**src/rtl/sccb_init_sequencer.sv**
```systemverilog
// rtl/sccb_init_sequencer.sv - walks a register table and issues SCCB writes with delays and NACK retry
module sccb_init_sequencer #(
   parameter int         ADDR_W      = 8,
   parameter logic [6:0] DEV_ADDR    = 7'h21,
   parameter int         CLKS_PER_MS = 24000,
   parameter int         MAX_RETRY   = 3
) (
   input  logic              CLK,
   input  logic              RST,
   input  logic              START,
   output logic [ADDR_W-1:0] ROM_ADDR,
   input  logic [15:0]       ROM_DATA,
   output logic              SCCB_GO,
   output logic [6:0]        SCCB_DEV,
   output logic [7:0]        SCCB_REG,
   output logic [7:0]        SCCB_DATA,
   input  logic              SCCB_BUSY,
   input  logic              SCCB_NACK,
   output logic              BUSY,
   output logic              DONE,
   output logic              ERR,
   output logic [ADDR_W-1:0] ERR_INDEX
);
   localparam int CNT_W = $clog2(255 * CLKS_PER_MS + 1);
   localparam int RTY_W = (MAX_RETRY > 0) ? $clog2(MAX_RETRY + 1) : 1;

   typedef enum logic [3:0] {
      S_IDLE, S_FETCH, S_DECODE, S_WAIT_ACCEPT, S_WAIT_XFER,
      S_DELAY, S_NEXT, S_FINISH, S_FAIL
   } state_t;

   state_t           state;
   logic [CNT_W-1:0] delay_cnt;
   logic [RTY_W-1:0] retry;

   assign SCCB_DEV = DEV_ADDR;

   always_ff @(posedge CLK) begin
      if (RST) begin
         state     <= S_IDLE;
         ROM_ADDR  <= '0;
         SCCB_GO   <= 1'b0;
         SCCB_REG  <= 8'h00;
         SCCB_DATA <= 8'h00;
         BUSY      <= 1'b0;
         DONE      <= 1'b0;
         ERR       <= 1'b0;
         ERR_INDEX <= '0;
         retry     <= '0;
         delay_cnt <= '0;
      end else begin
         SCCB_GO <= 1'b0;
         unique case (state)
            S_IDLE: begin
               if (START) begin
                  ROM_ADDR  <= '0;
                  DONE      <= 1'b0;
                  ERR       <= 1'b0;
                  ERR_INDEX <= '0;
                  retry     <= '0;
                  BUSY      <= 1'b1;
                  state     <= S_FETCH;
               end
            end
            S_FETCH: state <= S_DECODE;
            S_DECODE: begin
               if (ROM_DATA == 16'hFFFF) begin
                  state <= S_FINISH;
               end else if (ROM_DATA[15:8] == 8'hFF) begin
                  // Zero-length delay skips the DELAY state entirely.
                  if (ROM_DATA[7:0] == 8'h00) begin
                     state <= S_NEXT;
                  end else begin
                     delay_cnt <= CNT_W'(ROM_DATA[7:0]) * CNT_W'(CLKS_PER_MS);
                     state     <= S_DELAY;
                  end
               end else begin
                  SCCB_REG  <= ROM_DATA[15:8];
                  SCCB_DATA <= ROM_DATA[7:0];
                  SCCB_GO   <= 1'b1;
                  state     <= S_WAIT_ACCEPT;
               end
            end
            S_WAIT_ACCEPT: begin
               if (SCCB_BUSY) state <= S_WAIT_XFER;
            end
            S_WAIT_XFER: begin
               if (!SCCB_BUSY) begin
                  if (!SCCB_NACK) begin
                     retry <= '0;
                     state <= S_NEXT;
                  end else if (retry < RTY_W'(MAX_RETRY)) begin
                     retry   <= retry + RTY_W'(1);
                     SCCB_GO <= 1'b1;
                     state   <= S_WAIT_ACCEPT;
                  end else begin
                     ERR_INDEX <= ROM_ADDR;
                     state     <= S_FAIL;
                  end
               end
            end
            S_DELAY: begin
               if (delay_cnt == CNT_W'(1)) begin
                  delay_cnt <= '0;
                  state     <= S_NEXT;
               end else begin
                  delay_cnt <= delay_cnt - CNT_W'(1);
               end
            end
            S_NEXT: begin
               // The last table slot ends the run rather than wrapping to 0.
               if (ROM_ADDR == '1) begin
                  state <= S_FINISH;
               end else begin
                  ROM_ADDR <= ROM_ADDR + ADDR_W'(1);
                  state    <= S_FETCH;
               end
            end
            S_FINISH: begin
               BUSY  <= 1'b0;
               DONE  <= 1'b1;
               state <= S_IDLE;
            end
            S_FAIL: begin
               BUSY  <= 1'b0;
               ERR   <= 1'b1;
               state <= S_IDLE;
            end
            default: state <= S_IDLE;
         endcase
      end
   end
endmodule

```
**config.mk**
```make
export PLATFORM = sky130hd
export DESIGN_NAME = sccb_init_sequencer
export DESIGN_NICKNAME = d
export VERILOG_FILES = /design/src/rtl/sccb_init_sequencer.sv
export SDC_FILE = /design/constraint.sdc
export NUM_CORES = 1
export LEC_CHECK = 0
export ABC_AREA = 0
export CORE_MARGIN = 2
export CORE_UTILIZATION = 57
export DETAILED_ROUTE_END_ITERATION = 16
export PLACE_DENSITY = 0.84
export SYNTH_ARGS = -nofsm -noshare
export SYNTH_HDL_FRONTEND = slang
export SYNTH_SLANG_ARGS = --single-unit
```
**constraint.sdc**
```tcl
create_clock -name CLK -period 6.9 [get_ports CLK]
set_clock_uncertainty 0.1 [all_clocks]
set_input_delay 1.725 -clock CLK [delete_from_list [all_inputs] [get_ports CLK]]
set_output_delay 1.725 -clock CLK [all_outputs]
set_load 0.03 [all_outputs]
```
==> After elaboration in Yosys (flattened, before gate mapping) <==
Cells that the tools add are included.
{ "word_totals": {"in_bits": 21, "latch_bits": 0, "out_inout_bits": 43, "reg_bits": 65, "mem_bits_ro": 0, "ramBits": 0, "mem_count": 0} }
{ "op_classes": {"n_lt_le_gt_ge": 1, "mul": 1, "eq_ne": 23, "mux": 39, "n_shift": 0, "n_addsub": 3, "div_mod_pow": 0, "bitwise_logic": 2, "reduce_logical": 18} }
{ "ops": {"columns": ["operator", "n"], "rows": [
  ["$mux W23", 4],
  ["$pmux W23 S2", 1],
  ["$mux W8", 5],
  ["$mux W4", 8],
  ["$pmux W8 S2", 2],
  ["$pmux W4 S7", 1],
  ["$eq A23 B1 Y1 const B", 1],
  ["$sub A23 B1 Y23 const B", 1],
  ["$ne A2 B2 Y1 const B", 10],
  ["$mul A8 B9 Y17 const B", 1],
  ["$eq A16 B16 Y1 const B", 1],
  ["$eq A4 B3 Y1 const B", 4],
  ["$eq A8 B8 Y1 const B", 2],
  ["$reduce_and A4 Y1", 3],
  ["$reduce_bool A2 Y1", 6],
  ["$mux W2", 5],
  ["$add A8 B1 Y8 const B", 1],
  ["$eq A4 B2 Y1 const B", 2],
  ["$logic_not A8 Y1", 1],
  ["$pmux W1 S2", 4],
  ["$mux W1", 7],
  ["$reduce_and A2 Y1", 3],
  ["$reduce_and A3 Y1", 2],
  ["$reduce_and A5 Y1", 1],
  ["10 further kinds", 11]
]} }

==> Longest topological paths before layout <==
{ "depth": {"ltp_word": 5, "mapped_depth": 16, "ltp_nobuf": 16} }

==> Worst setup path after synthesis <==
No wires, ideal clock.
{ "synth_path": {"path_kind": "input-to-reg", "start": "input port ROM_DATA[5]", "end": "register delay_cnt[18]", "stages": 15, "arrival_time_ns": 5.792, "path_buffers": 0, "required_time_ns": 6.729, "slack_ns": 0.938, "setup_time_ns": 0.071, "cell_sequence": "inv_1 > fa_1 > fa_1 > inv_1 > fa_1 > inv_1 > fa_1 > inv_1 > ha_1 > a21o_1 > a31oi_1 > a21oi_1 > o21ai_0 > or4b_2 > a21oi_1"} }
{ "synth_via": {"elab_chain_len": 5} }
{ "synth_rtl": {"columns": ["element", "line_no", "text"], "rows": [
  ["start, declared", "12", "input logic [15:0] ROM_DATA,"],
  ["$mul A8 B9 Y17", "74", "delay_cnt <= CNT_W'(ROM_DATA[7:0]) * CNT_W'(CLKS_PER_MS);"],
  ["$mux W23", "71", "if (ROM_DATA[7:0] == 8'h00) begin"],
  ["$mux W23", "69", "end else if (ROM_DATA[15:8] == 8'hFF) begin"],
  ["$mux W23", "67", "if (ROM_DATA == 16'hFFFF) begin"],
  ["$pmux W23 S2", "53", "unique case (state)"],
  ["end signal, assigned", "74", null],
  ["end signal, assigned", "107", "delay_cnt <= delay_cnt - CNT_W'(1);"],
  ["end, declared", "33", "logic [CNT_W-1:0] delay_cnt;"]
]} }
Several ways; a longest one is shown, not always the timed one. The select of a mux whose other input is x is not followed.
A chain may end at the register's enable or synchronous reset.

==> Final worst setup path <==
{ "layout_path": {"start": "input port ROM_DATA[7]", "end": "register delay_cnt[18]"} }
The elaborated chain is that of the path after synthesis.

==> results.sh <==
export IMPL_dieArea_um2=9450
export IMPL_syn_instance_count=620
export IMPL_fp_dieH_um=97.2
export IMPL_path_max_fanout=5
export IMPL_area_growth_pct=15.6
export IMPL_io_pins=64
export IMPL_status="finished, final reports clean"
export IMPL_r2r_worst_path_cells=5
export IMPL_regToRegSetupSlack_ps=3840
export IMPL_vias=4600
export IMPL_antenna_found_initial=0
export IMPL_cp_buffers_inverters=5
export IMPL_clk_pin_slew_ps=80
export IMPL_clockRootBuffer="clkbuf_8"
export IMPL_fin_crit_sh_pct=92.7
export IMPL_ys_seq_elements=65
export IMPL_ctsLongestPathBuffers=2
export IMPL_core_area_um2=8590
export IMPL_hp_class="flip-flop to flip-flop"
export IMPL_gr_total_overflow=0
export IMPL_drtAntennaViolNets=0
export IMPL_ir_drop_mv=0.330
export IMPL_regToRegEndpoint="delay_cnt[18]"
export IMPL_h_tree_depth=3
export IMPL_finalSetupViolCount=0
export IMPL_maxCapViolations=0
export IMPL_synth_area_um2=4950
export IMPL_wl_per_cell_um=15.4
export IMPL_fmax_mhz=156
export IMPL_p_leak_nw=2.41
export IMPL_grt_util_all_layers_pct=26.1
export IMPL_cp_arrival_ps=6570
export IMPL_clock_latency_ps=350
export IMPL_worst_slew_pin_slew_ps=1090
export IMPL_cts_made_buffers=9
export IMPL_postCtsSetupBuffers=0
export IMPL_dr_pass1_iters=5
export IMPL_path_delay_family="adder cells"
export IMPL_yosysSeqAreaShare_pct=26.3
export IMPL_portBuffers=56
export IMPL_crit_path_end_kind="flip-flop"
export IMPL_tns_ps=0
export IMPL_worst_ep_required_time_ps=7070
export IMPL_hold_viol=0
export IMPL_avgSynthCellArea_um2=7.99
export IMPL_critPathKind="input port to flip-flop"
export IMPL_postCtsHoldBufs=0
export IMPL_hpwlAfterDp_mm=9.20
export IMPL_hold_start="ERR_INDEX[0]"
export IMPL_layout_common_cells="65 x dfxtp_1, 64 x inv_1, 64 x nand2_1, 55 x clkdlybuf4s50_1, 51 x nor2_1"
export IMPL_grt_pass1_wl_mm=20.5
export IMPL_drc=0
export IMPL_rows=34
export IMPL_power_density_nw_per_um2=415
export IMPL_synth_ff_type="dfxtp_1"
export IMPL_fin_crit_ps=6400
export IMPL_cp_depth=16
export IMPL_cts_tree="yes"
export IMPL_die_x_um=97.2
export IMPL_relSlewSlack_pct=27.1
export IMPL_drv_slew=0
export IMPL_layout_commonest_cell="dfxtp_1"
export IMPL_grt_pass1_vias=4434
export IMPL_holdWs_ps=354
export IMPL_cts_sinks=65
export IMPL_drtIter0Drc=264
export IMPL_nets=758
export IMPL_antenna_cells=0
export IMPL_viasPerCell=5.91
export IMPL_synth_edf_count=0
export IMPL_crit_slowest_cell="clkdlybuf4s50_1"
export IMPL_fillers=734
export IMPL_yosys_warnings=0
export IMPL_slowest_delay_ps=600
export IMPL_postSynth_asyncResetShare_pct=0
export IMPL_reg2reg_from="state[2]"
export IMPL_critPathLaunchType="input port"
export IMPL_rsz0062_at_grt="no"
export IMPL_crit_chain="clkdlybuf4s50_1, inv_1, fa_1, fa_1, inv_1, fa_1, inv_1, fa_1, inv_1, ha_1, a21o_1, a31oi_1, a21oi_1, o21ai_0, or4b_2, a21oi_1"
export IMPL_gp_congestion=0.904
export IMPL_start_util_pct=57.7
export IMPL_grt_max_degree=54
export IMPL_drt_total_wl_mm=12.0
export IMPL_hold_path_end="ERR_INDEX[0]"
export IMPL_layout_drive_gt1_share_pct=5.22
export IMPL_cts_repair_resized=0
export IMPL_synth_distinct_cells=63
export IMPL_min_path_cells=2
==> metal layers <==
| layer | vias up | global-route usage, % | routed length, um |
|---|---|---|---|
| li1 | 2260 | - | - |
| met1 | 2150 | 34.1 | 5380 |
| met2 | 165 | 42.7 | 5670 |
| met3 | 25 | 4.82 | 672 |
| met4 | 0 | 10.7 | 284 |
| met5 | - | 0 | 0 |
==> worst register-to-register path: stages, from the launching register on <==
cell and delay, ps:
dfxtp_1 700, nor2b_1 410, nand3_1 380, o2bb2ai_1 500
or4b_2 740, a21oi_1 150
==> stage by stage <==
step / area (um2) / power, mW / instances / util, % / setup WS [ps]
final: 5730 / 2.38 / 778 / 66.6 / 501
after CTS: 5730 / 2.35 / 778 / 66.6 / 548
after global placement: 5550 / 2.00 / 762 / 64.6 / 289
after floorplan: 4970 / 1.70 / 625 / - / 938
after detailed placement: 5550 / 2.05 / 762 / 64.6 / 185
after global routing: 5730 / 2.59 / 778 / 66.6 / 284
==> sequential cells by signal, indices dropped and copies added (netlist names) <==
register   cells
delay_cnt     23
ERR_INDEX      8
ROM_ADDR       8
SCCB_DATA      8
SCCB_REG       8
state          4
retry          2
BUSY           1
DONE           1
ERR            1
SCCB_GO        1
==> worst max path at each step <==
stage	from	end	slack [ps]
finish	ROM_DATA[7]	delay_cnt[18]	500
global route	ROM_DATA[7]	delay_cnt[18]	280
CTS	ROM_DATA[7]	delay_cnt[18]	550
detailed placement	ROM_DATA[7]	delay_cnt[18]	180
global placement	ROM_DATA[6]	delay_cnt[18]	290
floorplan	ROM_DATA[5]	delay_cnt[18]	940
==> layout make-up <==
cell class                      count  area (um2)  area share (%)
Tap cell                          108         135            2.36
Clock buffer                        9         124            2.16
Sequential cell                    65        1300            22.7
Clock inverter                      7        53.8           0.939
Multi-Input combinational cell    464        3280            57.3
Inverter                           64         240            4.19
Timing Repair Buffer               61         593            10.4
==> Yosys cell counts (3+ instances only) <==
master | instances | share of area (%)
dfxtp_1 | 65 | 26
inv_1 | 64 | 4.8
nand2_1 | 64 | 4.8
nor2_1 | 51 | 3.9
a21oi_1 | 49 | 4.9
ha_1 | 47 | 12
o21ai_0 | 30 | 3.0
fa_1 | 25 | 10
nand3_1 | 23 | 2.3
clkbuf_1 | 18 | 1.4
nor4_1 | 15 | 1.9
nor3_1 | 14 | 1.4
or3_1 | 12 | 1.5
nand4_1 | 10 | 1.3
a31oi_1 | 8 | 1.0
and3_1 | 8 | 1.0
xor2_1 | 8 | 1.4
buf_4 | 7 | 1.1
a21o_1 | 6 | 0.91
mux2i_1 | 6 | 1.2
a211oi_1 | 5 | 0.76
buf_2 | 5 | 0.50
o22ai_1 | 5 | 0.63
or2_2 | 5 | 0.63
a22oi_1 | 4 | 0.61
nor2b_1 | 4 | 0.50
o21a_1 | 4 | 0.61
xnor2_1 | 4 | 0.71
a2bb2oi_1 | 3 | 0.53
a32oi_1 | 3 | 0.53
and4_1 | 3 | 0.53
nor3b_1 | 3 | 0.45
o21ai_1 | 3 | 0.30
o221a_2 | 3 | 0.68
==> power breakdown <==
group          switching (mW)  internal [mW]
Sequential             0.0952          0.454
Clock                   0.167          0.133
Combinational           0.933          0.597
Total                    1.20           1.18
==> kinds of logic (layout without fill, tap and decap cells) <==
kind of cell | after synthesis | in the layout | synth area share [%]
simple gates | 227 | 227 | 22.8
flops | 65 | 65 | 26.3
other cells | 2 | 7 | 0.152
compound gates | 139 | 139 | 17.3
mux | 7 | 7 | 1.44
fa+ha+maj | 72 | 72 | 22.0
buf+inv | 96 | 141 | 7.93
xor+xnor | 12 | 12 | 2.12
(Power assumes the default switching activity.)
